--- src/rtl/face_det_pkg.sv ---
// Shared definitions for the face-detection merger: default field widths,
// detection-entry layout and merger state encoding.
package face_det_pkg;

    localparam int FD_COORD_WIDTH = 8;
    localparam int FD_HIT_WIDTH   = 4;

    // Entry layout, LSB first: x, y, scale, hits
    localparam int FD_FIELD_X = 0;
    localparam int FD_FIELD_Y = 1;
    localparam int FD_FIELD_S = 2;
    localparam int FD_FIELD_H = 3;

    function automatic int fd_lsb(input int field, input int cw);
        return field * cw;
    endfunction

    function automatic int fd_entry_w(input int cw, input int hw);
        return 3 * cw + hw;
    endfunction

    localparam logic [2:0] FD_S_IDLE    = 3'd0;
    localparam logic [2:0] FD_S_COLLECT = 3'd1;
    localparam logic [2:0] FD_S_SCAN    = 3'd2;
    localparam logic [2:0] FD_S_INSERT  = 3'd3;
    localparam logic [2:0] FD_S_READOUT = 3'd4;

    typedef enum logic [2:0] {
        ST_IDLE    = FD_S_IDLE,
        ST_COLLECT = FD_S_COLLECT,
        ST_SCAN    = FD_S_SCAN,
        ST_INSERT  = FD_S_INSERT,
        ST_READOUT = FD_S_READOUT
    } fd_state_t;

endpackage

--- src/rtl/det_match_cmp.sv ---
// Combinational proximity test of one stored entry against the latched detection.
module det_match_cmp #(
    parameter int COORD_WIDTH = 8,
    parameter int MERGE_DIST  = 4
) (
    input  logic [COORD_WIDTH-1:0] i_ent_x,
    input  logic [COORD_WIDTH-1:0] i_ent_y,
    input  logic [COORD_WIDTH-1:0] i_ent_s,
    input  logic [COORD_WIDTH-1:0] i_det_x,
    input  logic [COORD_WIDTH-1:0] i_det_y,
    input  logic [COORD_WIDTH-1:0] i_det_s,
    output logic                   o_match
);

    localparam logic [COORD_WIDTH:0] DIST  = (COORD_WIDTH+1)'(MERGE_DIST);
    localparam logic [COORD_WIDTH:0] S_TOL = (COORD_WIDTH+1)'(1);

    // One extra bit keeps the subtraction free of wrap-around
    function automatic logic [COORD_WIDTH:0] abs_diff(input logic [COORD_WIDTH-1:0] a,
                                                      input logic [COORD_WIDTH-1:0] b);
        logic [COORD_WIDTH:0] ea;
        logic [COORD_WIDTH:0] eb;
        ea = {1'b0, a};
        eb = {1'b0, b};
        return (ea >= eb) ? (ea - eb) : (eb - ea);
    endfunction

    logic [COORD_WIDTH:0] w_dx;
    logic [COORD_WIDTH:0] w_dy;
    logic [COORD_WIDTH:0] w_ds;

    assign w_dx    = abs_diff(i_ent_x, i_det_x);
    assign w_dy    = abs_diff(i_ent_y, i_det_y);
    assign w_ds    = abs_diff(i_ent_s, i_det_s);
    assign o_match = (w_dx <= DIST) && (w_dy <= DIST) && (w_ds <= S_TOL);

endmodule

--- src/rtl/face_detection_merger.sv ---
// Collects per-window face hits of a frame, merges near-duplicates into counted
// entries, and streams entries with enough hits out over valid/ready.
module face_detection_merger
    import face_det_pkg::*;
#(
    parameter int MAX_DET     = 16,
    parameter int COORD_WIDTH = FD_COORD_WIDTH,
    parameter int MERGE_DIST  = 4,
    parameter int MIN_HITS    = 2,
    parameter int HIT_WIDTH   = FD_HIT_WIDTH
) (
    input  logic                   clk,
    input  logic                   rst,
    input  logic                   frame_start,
    input  logic                   det_valid,
    output logic                   det_ready,
    input  logic [COORD_WIDTH-1:0] det_x,
    input  logic [COORD_WIDTH-1:0] det_y,
    input  logic [COORD_WIDTH-1:0] det_scale,
    input  logic                   frame_done,
    output logic                   out_valid,
    input  logic                   out_ready,
    output logic [COORD_WIDTH-1:0] out_x,
    output logic [COORD_WIDTH-1:0] out_y,
    output logic [COORD_WIDTH-1:0] out_scale,
    output logic [HIT_WIDTH-1:0]   out_hits,
    output logic                   readout_done,
    output logic                   overflow,
    output logic                   busy
);

    localparam int CNT_W   = $clog2(MAX_DET + 1);
    localparam int IDX_W   = (MAX_DET > 1) ? $clog2(MAX_DET) : 1;
    localparam int ENTRY_W = fd_entry_w(COORD_WIDTH, HIT_WIDTH);
    localparam int X_LSB   = fd_lsb(FD_FIELD_X, COORD_WIDTH);
    localparam int Y_LSB   = fd_lsb(FD_FIELD_Y, COORD_WIDTH);
    localparam int S_LSB   = fd_lsb(FD_FIELD_S, COORD_WIDTH);
    localparam int H_LSB   = fd_lsb(FD_FIELD_H, COORD_WIDTH);

    localparam logic [CNT_W-1:0]     MAX_CNT = CNT_W'(MAX_DET);
    localparam logic [HIT_WIDTH-1:0] MIN_H   = HIT_WIDTH'(MIN_HITS);

    function automatic logic [HIT_WIDTH-1:0] sat_inc(input logic [HIT_WIDTH-1:0] h);
        return (&h) ? h : h + 1'b1;
    endfunction

    fd_state_t              r_state;
    logic [CNT_W-1:0]       r_count;
    logic [CNT_W-1:0]       r_idx;
    logic                   r_done_pend;
    logic                   r_overflow;
    logic                   r_out_valid;
    logic                   r_readout_done;
    logic [COORD_WIDTH-1:0] r_out_x;
    logic [COORD_WIDTH-1:0] r_out_y;
    logic [COORD_WIDTH-1:0] r_out_s;
    logic [HIT_WIDTH-1:0]   r_out_hits;

    logic [COORD_WIDTH-1:0] r_det_x;
    logic [COORD_WIDTH-1:0] r_det_y;
    logic [COORD_WIDTH-1:0] r_det_s;
    logic [ENTRY_W-1:0]     r_table [MAX_DET];

    logic [IDX_W-1:0]       w_sidx;
    logic [IDX_W-1:0]       w_cidx;
    logic [ENTRY_W-1:0]     w_entry;
    logic [COORD_WIDTH-1:0] w_ent_x;
    logic [COORD_WIDTH-1:0] w_ent_y;
    logic [COORD_WIDTH-1:0] w_ent_s;
    logic [HIT_WIDTH-1:0]   w_ent_h;
    logic                   w_match;
    logic                   w_det_hs;

    assign w_sidx   = r_idx[IDX_W-1:0];
    assign w_cidx   = r_count[IDX_W-1:0];
    assign w_entry  = r_table[w_sidx];
    assign w_ent_x  = w_entry[X_LSB +: COORD_WIDTH];
    assign w_ent_y  = w_entry[Y_LSB +: COORD_WIDTH];
    assign w_ent_s  = w_entry[S_LSB +: COORD_WIDTH];
    assign w_ent_h  = w_entry[H_LSB +: HIT_WIDTH];
    assign w_det_hs = det_valid && det_ready;

    det_match_cmp #(
        .COORD_WIDTH (COORD_WIDTH),
        .MERGE_DIST  (MERGE_DIST)
    ) u_cmp (
        .i_ent_x (w_ent_x),
        .i_ent_y (w_ent_y),
        .i_ent_s (w_ent_s),
        .i_det_x (r_det_x),
        .i_det_y (r_det_y),
        .i_det_s (r_det_s),
        .o_match (w_match)
    );

    // A pending frame_done closes the intake so no new detection slips in first
    assign det_ready    = (r_state == ST_COLLECT) && !r_done_pend;
    assign busy         = (r_state != ST_IDLE);
    assign out_valid    = r_out_valid;
    assign out_x        = r_out_x;
    assign out_y        = r_out_y;
    assign out_scale    = r_out_s;
    assign out_hits     = r_out_hits;
    assign readout_done = r_readout_done;
    assign overflow     = r_overflow;

    // Table and detection latch hold data only; stale contents are masked by r_count
    always_ff @(posedge clk) begin
        if (r_state == ST_COLLECT && w_det_hs) begin
            r_det_x <= det_x;
            r_det_y <= det_y;
            r_det_s <= det_scale;
        end
        if (r_state == ST_INSERT && r_count < MAX_CNT) begin
            r_table[w_cidx] <= {HIT_WIDTH'(1), r_det_s, r_det_y, r_det_x};
        end
        if (r_state == ST_SCAN && w_match) begin
            r_table[w_sidx][H_LSB +: HIT_WIDTH] <= sat_inc(w_ent_h);
        end
    end

    always_ff @(posedge clk) begin
        if (!rst) begin
            r_state        <= ST_IDLE;
            r_count        <= '0;
            r_idx          <= '0;
            r_done_pend    <= 1'b0;
            r_overflow     <= 1'b0;
            r_out_valid    <= 1'b0;
            r_readout_done <= 1'b0;
            r_out_x        <= '0;
            r_out_y        <= '0;
            r_out_s        <= '0;
            r_out_hits     <= '0;
        end else begin
            r_readout_done <= 1'b0;
            if (frame_start) begin
                r_state     <= ST_COLLECT;
                r_count     <= '0;
                r_idx       <= '0;
                r_done_pend <= 1'b0;
                r_overflow  <= 1'b0;
                r_out_valid <= 1'b0;
            end else begin
                case (r_state)
                    ST_COLLECT: begin
                        if (w_det_hs) begin
                            r_idx       <= '0;
                            r_done_pend <= frame_done;
                            r_state     <= (r_count == '0) ? ST_INSERT : ST_SCAN;
                        end else if (frame_done || r_done_pend) begin
                            r_idx       <= '0;
                            r_done_pend <= 1'b0;
                            r_out_valid <= 1'b0;
                            r_state     <= ST_READOUT;
                        end
                    end
                    ST_SCAN: begin
                        r_done_pend <= r_done_pend | frame_done;
                        if (w_match) begin
                            r_state <= ST_COLLECT;
                        end else if (r_idx == r_count - 1'b1) begin
                            r_state <= ST_INSERT;
                        end else begin
                            r_idx <= r_idx + 1'b1;
                        end
                    end
                    ST_INSERT: begin
                        r_done_pend <= r_done_pend | frame_done;
                        if (r_count < MAX_CNT) begin
                            r_count <= r_count + 1'b1;
                        end else begin
                            r_overflow <= 1'b1;
                        end
                        r_state <= ST_COLLECT;
                    end
                    ST_READOUT: begin
                        // Advance only when nothing is presented or the box was taken
                        if (!r_out_valid || out_ready) begin
                            if (r_idx == r_count) begin
                                r_out_valid    <= 1'b0;
                                r_readout_done <= 1'b1;
                                r_state        <= ST_IDLE;
                            end else begin
                                r_idx <= r_idx + 1'b1;
                                if (w_ent_h >= MIN_H) begin
                                    r_out_valid <= 1'b1;
                                    r_out_x     <= w_ent_x;
                                    r_out_y     <= w_ent_y;
                                    r_out_s     <= w_ent_s;
                                    r_out_hits  <= w_ent_h;
                                end else begin
                                    r_out_valid <= 1'b0;
                                end
                            end
                        end
                    end
                    default: begin
                        r_state <= ST_IDLE;
                    end
                endcase
            end
        end
    end

endmodule

--- config.mk ---
export PLATFORM = sky130hd
export DESIGN_NAME = face_detection_merger
export DESIGN_NICKNAME = d
export VERILOG_FILES = /design/src/rtl/face_det_pkg.sv /design/src/rtl/det_match_cmp.sv /design/src/rtl/face_detection_merger.sv
export SDC_FILE = /design/constraint.sdc
export NUM_CORES = 1
export LEC_CHECK = 0
export ABC_AREA = 1
export ABC_CLOCK_PERIOD_IN_PS = 13780
export BUFFER_PORTS_ARGS = -buffer_cell sky130_fd_sc_hd__buf_4
export CORE_MARGIN = 2
export CORE_UTILIZATION = 45
export CTS_CLUSTER_SIZE = 10
export DETAILED_ROUTE_END_ITERATION = 10
export PLACE_DENSITY_LB_ADDON = 0.05
export SYNTH_ARGS = -nofsm -noshare
export SYNTH_HDL_FRONTEND = slang
export SYNTH_SLANG_ARGS = --single-unit
--- constraint.sdc ---
create_clock -name clk -period 13.78 [get_ports clk]
set_input_delay 2.756 -clock clk [delete_from_list [all_inputs] [get_ports clk]]
set_output_delay 2.756 -clock clk [all_outputs]
set_load 0.02 [all_outputs]
==> impl_results.md, run 1 <==
- Status: finished, final reports clean
- Slew at the pin with the worst max-slew slack: 1.05 ns
- R2R depth: 25
- Min cycle time layout: roughly 7.4 ns
- Initial antenna violation count: 0
- H-tree depth: 2
- CP endpoint kind: register
- Syn Area/Cell: between 10 and 15 µm²
- Fmax achieved: 0.136 GHz
- Num rows: 84
- Post-synth top area cell: edfxtp_1
- I/O pin cnt: between 60 and 70
- Main synth FF type: edfxtp_1
- Yosys warnings: 0
- DRC: 0
- Core area: approximately 52000 µm²
- Layout cells sized above 1: 0.0892
- Largest stage delay on the critical path: between 0.8 and 0.9 ns
- Post-CTS resize count: 0
- Worst path arrival time: 7.59 ns
- CTS buffer count: around 60
- Max-cap violations: 0
- Die ar.: 54400 µm²
- Leading post-synthesis cells by cell area: edfxtp_1 (60%), o21ai_0 (5.7%), nor2_1 (5.2%)
- Longest Clk Path Bufs: 3
- Iteration-0 DRC Markers: about 1.3k
- Vias in the first global route: roughly 16k
- Power per Cell Area: roughly 130 nW/µm²
- Final Net Count: approximately 2.3k
- Seq/Total Area, Yosys: 0.641
- Overall power: approximately 3.5 mW
- WL/cell: 21.9 µm
- Seq cells post-synth: 521
- Setup_tns: 0 ns
- Leakage: about 10 nW
- Worst min path class: register to register
- Worst setup path class: register to register
- Synth Instances: 2225
- Global route hottest layer: met2
- Clock-pin slew on the worst setup and hold paths: around 0.060 ns
- # diodes: 0
- Hold Startpoint: overflow
- Post-DP HPWL: approximately 41 mm
- Antenna Nets Post-Route: 0
- TritonRoute pass-1 iters: 5
- Async SR Flop Fraction: 0
- Required time of the critical path: 14.02 ns
- CTS tree: yes
- First-pass GRT wire length: just under 100 mm
- Hold buffer count at CTS: 0
- Cell area after synthesis: ~24000 µm²
- Max-slew headroom: 0.299
- Worst path depth: 25
- Met3 global-route usage: 0.0261
- RSZ-0062 raised after global routing: false
- Most frequent cell after synthesis: edfxtp_1
- GRT Resource Usage Total: 0.242
- Total number of vias: 16.5k
- Fill count: about 4.7k
- Unique masters post-synth: between 40 and 50
- Die height: about 230 µm
- P&R area growth vs syn: 11.9%
- Grt met1 use: 0.333
- Max-slew violations: 0
- Initial core utilization: 0.453
- I/O Buffers: 62
- Critical-path top delay cell: buf_4
- Setup violators final: 0
- Crit start category: register
- Peak supply drop: about 0.000098 V
- Root Buffer: clkbuf_16
- Final hold violation count: 0
- Number of synthesized flops with an enable pin: 472
- Largest net degree at the start of global routing: 93
- GRT overflow: 0
- Hold EP: overflow
- Critical path peak fanout: 92
- Worst path top cell family by delay: simple AND/OR/NAND/NOR gates
- Hold path cells: 2
- Crit path top cell by count: nand2_1
- Die Wd: 233 µm
- Post-synth top cells: edfxtp_1 (472), nor2_1 (330), nand2_1 (326)
- Routed wire length: between 60 and 70 mm
- RR Endpoint: r_table[4][6]
- Yosys top cell area share: 0.599
- CTS Sinks: around 520
- DR vias/cell: ~5.6
- Period utilization: 0.534
- Reg2Reg Setup Slack: between 6 and 7 ns
- Syn nets: about 2.3k
- Placer congestion estimate: 0.937
- Met2 Track Usage GR: 0.398
- Fin Clk Skew: ~0.031 ns
- Setup Fix Bufs, Post-CTS: 0
- Skew-Pair Late Insertion Delay: ~0.64 ns
- CP bufs+invs: 4
[worst max-delay path by stage]
stage,slack [ns],startpoint,to
detailed placement,6.42,register,r_table[4][23]
floorplan,8.10,register,r_table[14][0]
global placement,6.42,register,r_table[7][23]
finish,6.42,register,r_table[4][6]
CTS,6.43,register,r_table[4][12]
global route,5.81,register,r_table[4][6]
[power breakdown]
| group | internal, mW | total, mW | switching [mW] |
|---|---|---|---|
| Sequential | 1.72 | 1.73 | 0.00999 |
| Combinational | 0.0929 | 0.316 | 0.223 |
| Clock | 0.794 | 1.41 | 0.618 |
[metal layers]
layer	up-vias	wire, µm
met5	-	0
met4	0	2070
met3	100	2390
met2	407	31500
li1	7906	-
met1	8115	29300
[sequential cells by signal (all words and copies together) (netlist names), 3 cells and up, named ones only]
signal / count
r_count: 5
r_det_y: 8
out_hits: 4
out_y: 8
r_state: 3
out_scale: 8
out_x: 8
r_det_x: 8
r_table: 448
r_det_s: 8
r_idx: 5
[worst min-delay path, cell delays in order, from the launching register on]
cell and delay, ns:
dfxtp_1 0.31, inv_1 0.05, a21oi_1 0.05
[kinds of logic after synthesis]
family          share of synthesized area
buf+inv                            0.0509
compound gates                      0.122
simple gates                        0.148
xor+xnor                          0.00815
flops                               0.641
fa+ha+maj                          0.0303
[placed cells by master, fill, tap and decap left out, types with 4 or more instances in the layout]
cell / n
a21oi_1: 65
o22ai_1: 27
o221ai_1: 86
nor3_1: 9
edfxtp_1: 472
o21ai_0: 271
clkbuf_1: 24
nand2_1: 326
dfxtp_1: 46
clkbuf_16: 59
xnor2_1: 4
xor2_1: 18
inv_2: 4
nand2_2: 13
nand3_2: 4
clkinv_1: 5
o211ai_1: 28
buf_4: 80
inv_1: 195
nand3_1: 101
nand4_1: 22
ha_1: 54
nor2_4: 25
nor2_1: 315
[final cells by class]
type	instances	area (µm²)	share of cell area
Sequential cell	521	15200	0.573
Multi-Input combinational cell	1393	7410	0.280
Clock buffer	85	1590	0.0602
Tap cell	688	861	0.0325
Inverter	203	767	0.0290
Timing Repair Buffer	80	601	0.0227
Clock inverter	5	77.6	0.00293
[stage by stage]
stage / worst slack (ns) / utilization / hold slack, ns / std cells / instance area, µm²
after floorplan: 8.10 / - / 0.458 / 2225 / 23700
after global placement: 6.42 / 0.475 / 0.462 / 2885 / 24800
after detailed placement: 6.42 / 0.475 / 0.467 / 2885 / 24800
after CTS: 6.43 / 0.507 / 0.475 / 2975 / 26500
after global routing: 5.81 / 0.507 / 0.489 / 2975 / 26500
final: 6.42 / 0.507 / 0.461 / 2975 / 26500
Note: power is estimated with default switching activity, not from simulation.
==> run 2, diff against run 1 <==
--- a/config.mk
+++ b/config.mk
@@ -5,8 +5,8 @@
 export SDC_FILE = /design/constraint.sdc
 export NUM_CORES = 1
 export LEC_CHECK = 0
-export ABC_AREA = 1
-export ABC_CLOCK_PERIOD_IN_PS = 13780
+export ABC_AREA = 0
+export ABC_CLOCK_PERIOD_IN_PS = 6030
 export BUFFER_PORTS_ARGS = -buffer_cell sky130_fd_sc_hd__buf_4
 export CORE_MARGIN = 2
 export CORE_UTILIZATION = 45
==> constraint.sdc (replaced) <==
create_clock -name clk -period 6.03 [get_ports clk]
set_input_delay 1.206 -clock clk [delete_from_list [all_inputs] [get_ports clk]]
set_output_delay 1.206 -clock clk [all_outputs]
set_load 0.02 [all_outputs]
==> run 2 against run 1 <==
Against the previous run: clock-buffer cell count rose by 10; critical endpoint is now r_table[8][4]; sequential power rose by 130%; fmax rose by 26%; first-iteration DRC count fell by 0.67%; critical path type unchanged.
==> impl_results.md, run 2 <==
- Status: finished, final reports clean
- Post-DP HPWL: 36.1 mm
- DR vias/cell: ~5.7
- CP bufs+invs: 3
- CTS tree: yes
- Clock-pin slew on the worst setup and hold paths: 0.06 ns
- CP endpoint kind: register
- RR Endpoint: r_table[8][4]
- Setup violators final: 0
- Worst path depth: 16
- Max-cap violations: 0
- Slew at the pin with the worst max-slew slack: roughly 0.9 ns
- Crit start category: register
- Reg2Reg Setup Slack: 0.17 ns
- I/O Buffers: 62
- Final Net Count: around 1.6k
- DRC: 0
- Async SR Flop Fraction: 0
- Most frequent cell after synthesis: edfxtp_1
- Max-slew violations: 0
- Largest register FFs: around 450
- Leakage: 8.89 nW
- Reg with most FFs: r_table
- Largest net degree at the start of global routing: 52
- Worst path arrival time: 6.16 ns
- Final Util: 0.541
- Crit path top cell by count: buf_12
- # diodes: 0
- Worst min path class: register to register
- Critical path peak fanout: 14
- Overall power: between 7 and 8 mW
- Leading post-synthesis cells by cell area: edfxtp_1 (63%), mux4_2 (14%), dfxtp_1 (4.4%)
- Hold path cells: 2
- Die Wd: 227 µm
- Area post-placement: roughly 25000 µm²
- R2R depth: 16
- Hold EP: overflow
- Core area: roughly 49000 µm²
- Max-slew headroom: 0.402
- Period utilization: 0.971
- Peak supply drop: about 0.00023 V
- Commonest non-fill, non-tap cell in the layout: edfxtp_1
- TritonRoute pass-1 iters: 5
- Final hold violation count: 0
- Antenna Nets Post-Route: 0
- Skew-Pair Late Insertion Delay: ~0.64 ns
- Yosys warnings: 0
- Post-synth top area cell: edfxtp_1
- Worst setup path class: register to register
- Critical-path top delay cell: or4_4
- Cell area after synthesis: 22400 µm²
- Power per Cell Area: between 200 and 300 nW/µm²
- Most frequent cells in the layout: edfxtp_1 (472), buf_4 (158), mux4_2 (140), nor2_1 (126), a21oi_1 (70)
- Hold Startpoint: overflow
- Root Buffer: clkbuf_16
- Min cycle time layout: ~5.9 ns
- CP cell instances: buf_12 -> mux4_2 -> mux4_2 -> ha_2 -> nand2_1 -> or3_1 -> and2_1 -> a221oi_2 -> nor3_1 -> or4b_4 -> or4_4 -> or4_4 -> mux2i_4 -> buf_12 -> nor2_4 -> buf_12
- Yosys top cell area share: 0.633
- RSZ-0062 raised after global routing: true
- Unique masters post-synth: 70
- Largest stage delay on the critical path: 0.58 ns
- Hold buffer count at CTS: 0
- Seq cells post-synth: about 520
- Iteration-0 DRC Markers: 1330
- Initial core utilization: 0.456
- First-pass GRT wire length: between 80 and 90 mm
- Required time of the critical path: ~6.3 ns
- Initial antenna violation count: 0
- Total number of vias: about 13k
- H-tree depth: 2
- Placer congestion estimate: around 0.89
- Syn Area/Cell: between 15 and 20 µm²
- CTS buffer count: just under 60
- Number of synthesized flops with an enable pin: 472
- Longest Clk Path Bufs: 3
- Routed wire length: between 50 and 60 mm
- Worst path top cell family by delay: simple AND/OR/NAND/NOR gates
- Synth Instances: around 1.3k
- Post-route cell area: about 27000 µm²
- Vias in the first global route: 12.9k
- I/O pin cnt: 63
- Die ar.: just over 50000 µm²
- P&R area growth vs syn: 18.5%
- CTS Sinks: ~520
- Fmax achieved: approximately 0.17 GHz
- Num rows: between 80 and 90
- Seq/Total Area, Yosys: 0.677
- Layout cells sized above 1: 0.276
- GRT Resource Usage Total: 0.227
- Syn nets: 1430
- GRT overflow: 0
- WL/cell: 25.6 µm
- Die height: 227 µm
- Main synth FF type: edfxtp_1
- Fin Clk Skew: ~0.046 ns
- Post-synth top cells: edfxtp_1 (472), nor2_1 (142), mux4_2 (140)
run 2: cell count changes after synthesis, sizes merged, moves of 22 or more:
| cell | before | now |
|---|---|---|
| o221ai | 86 | 3 |
| nand3 | 106 | 14 |
| nor2 | 343 | 142 |
| clkbuf | 83 | 38 |
| o211ai | 28 | 2 |
| mux4 | 0 | 140 |
| o22ai | 27 | 5 |
| inv | 200 | 69 |
| nand2 | 341 | 38 |
| o21ai | 272 | 25 |
run 2: where the power goes:
part	switching, mW	leakage [nW]	total, mW	internal, mW
clock network	1.39	0.820	3.25	1.86
registers	0.0126	4.59	3.94	3.93
logic	0.215	3.48	0.387	0.172
run 2: worst max-delay path by stage:
| stage | end |
|---|---|
| global placement | r_table[4][12] |
| detailed placement | r_table[4][27] |
| global route | r_table[8][4] |
| floorplan | r_table[0][0] |
| finish | r_table[8][4] |
| CTS | r_table[4][12] |
run 2: stage by stage:
stage                     worst slack, ns  setup TNS (ns)  hold WS (ns)  std cells
after floorplan                    0.0514               0         0.472       1344
after global placement             0.0432               0         0.465       2119
after detailed placement           0.0397               0         0.475       2119
after CTS                         0.00212               0         0.491       2222
after global routing              -0.0163         -0.0164         0.511       2229
final                               0.174               0         0.481       2229
run 2: worst reg2reg max path, cell delays in order, from the launching register on:
cell and delay [ns]:
dfxtp_4 0.44, buf_12 0.20, mux4_2 0.50, mux4_2 0.55
ha_2 0.41, nand2_1 0.09, or3_1 0.33, and2_1 0.19
a221oi_2 0.24, nor3_1 0.08, or4b_4 0.54, or4_4 0.58
or4_4 0.57, mux2i_4 0.21, buf_12 0.17, nor2_4 0.19
buf_12 0.22
run 2: cells by family (layout without fill, tap and decap cells):
family	count (synthesis)	after routing	share of synthesized area
adder cells (fa/ha/maj)	56	56	0.0320
AO/OA/AOI/OAI	185	185	0.0533
buffers and inverters	131	352	0.0228
multiplexers	153	153	0.147
flip-flops	521	521	0.677
XOR/XNOR	24	24	0.00939
AND/OR/NAND/NOR	274	274	0.0582
run 2: layout make-up:
class | instances | area [µm²]
clock buffers | 95 | 1610
clock inverters | 7 | 113
fillers | 4023 | 22500
inverters | 69 | 259
multi-input cells | 692 | 6890
flip-flops and latches | 521 | 15200
well taps | 664 | 831
repair buffers | 181 | 1660
run 2: layer usage:
| metal | part of all wire | up-vias | track usage |
|---|---|---|---|
| li1 | - | 5645 | - |
| met2 | 0.46 | 476 | 0.355 |
| met3 | 0.067 | 72 | 0.0440 |
| met4 | 0.019 | 0 | 0.0525 |
| met1 | 0.45 | 6544 | 0.332 |
| met5 | 0 | - | 0 |
run 2: repair_timing:
item                       4_1_cts  5_1_grt
buffers inserted                 1        4
gates resized for setup          2        7
gates cloned                     0        3
setup endpoints to repair        4      629
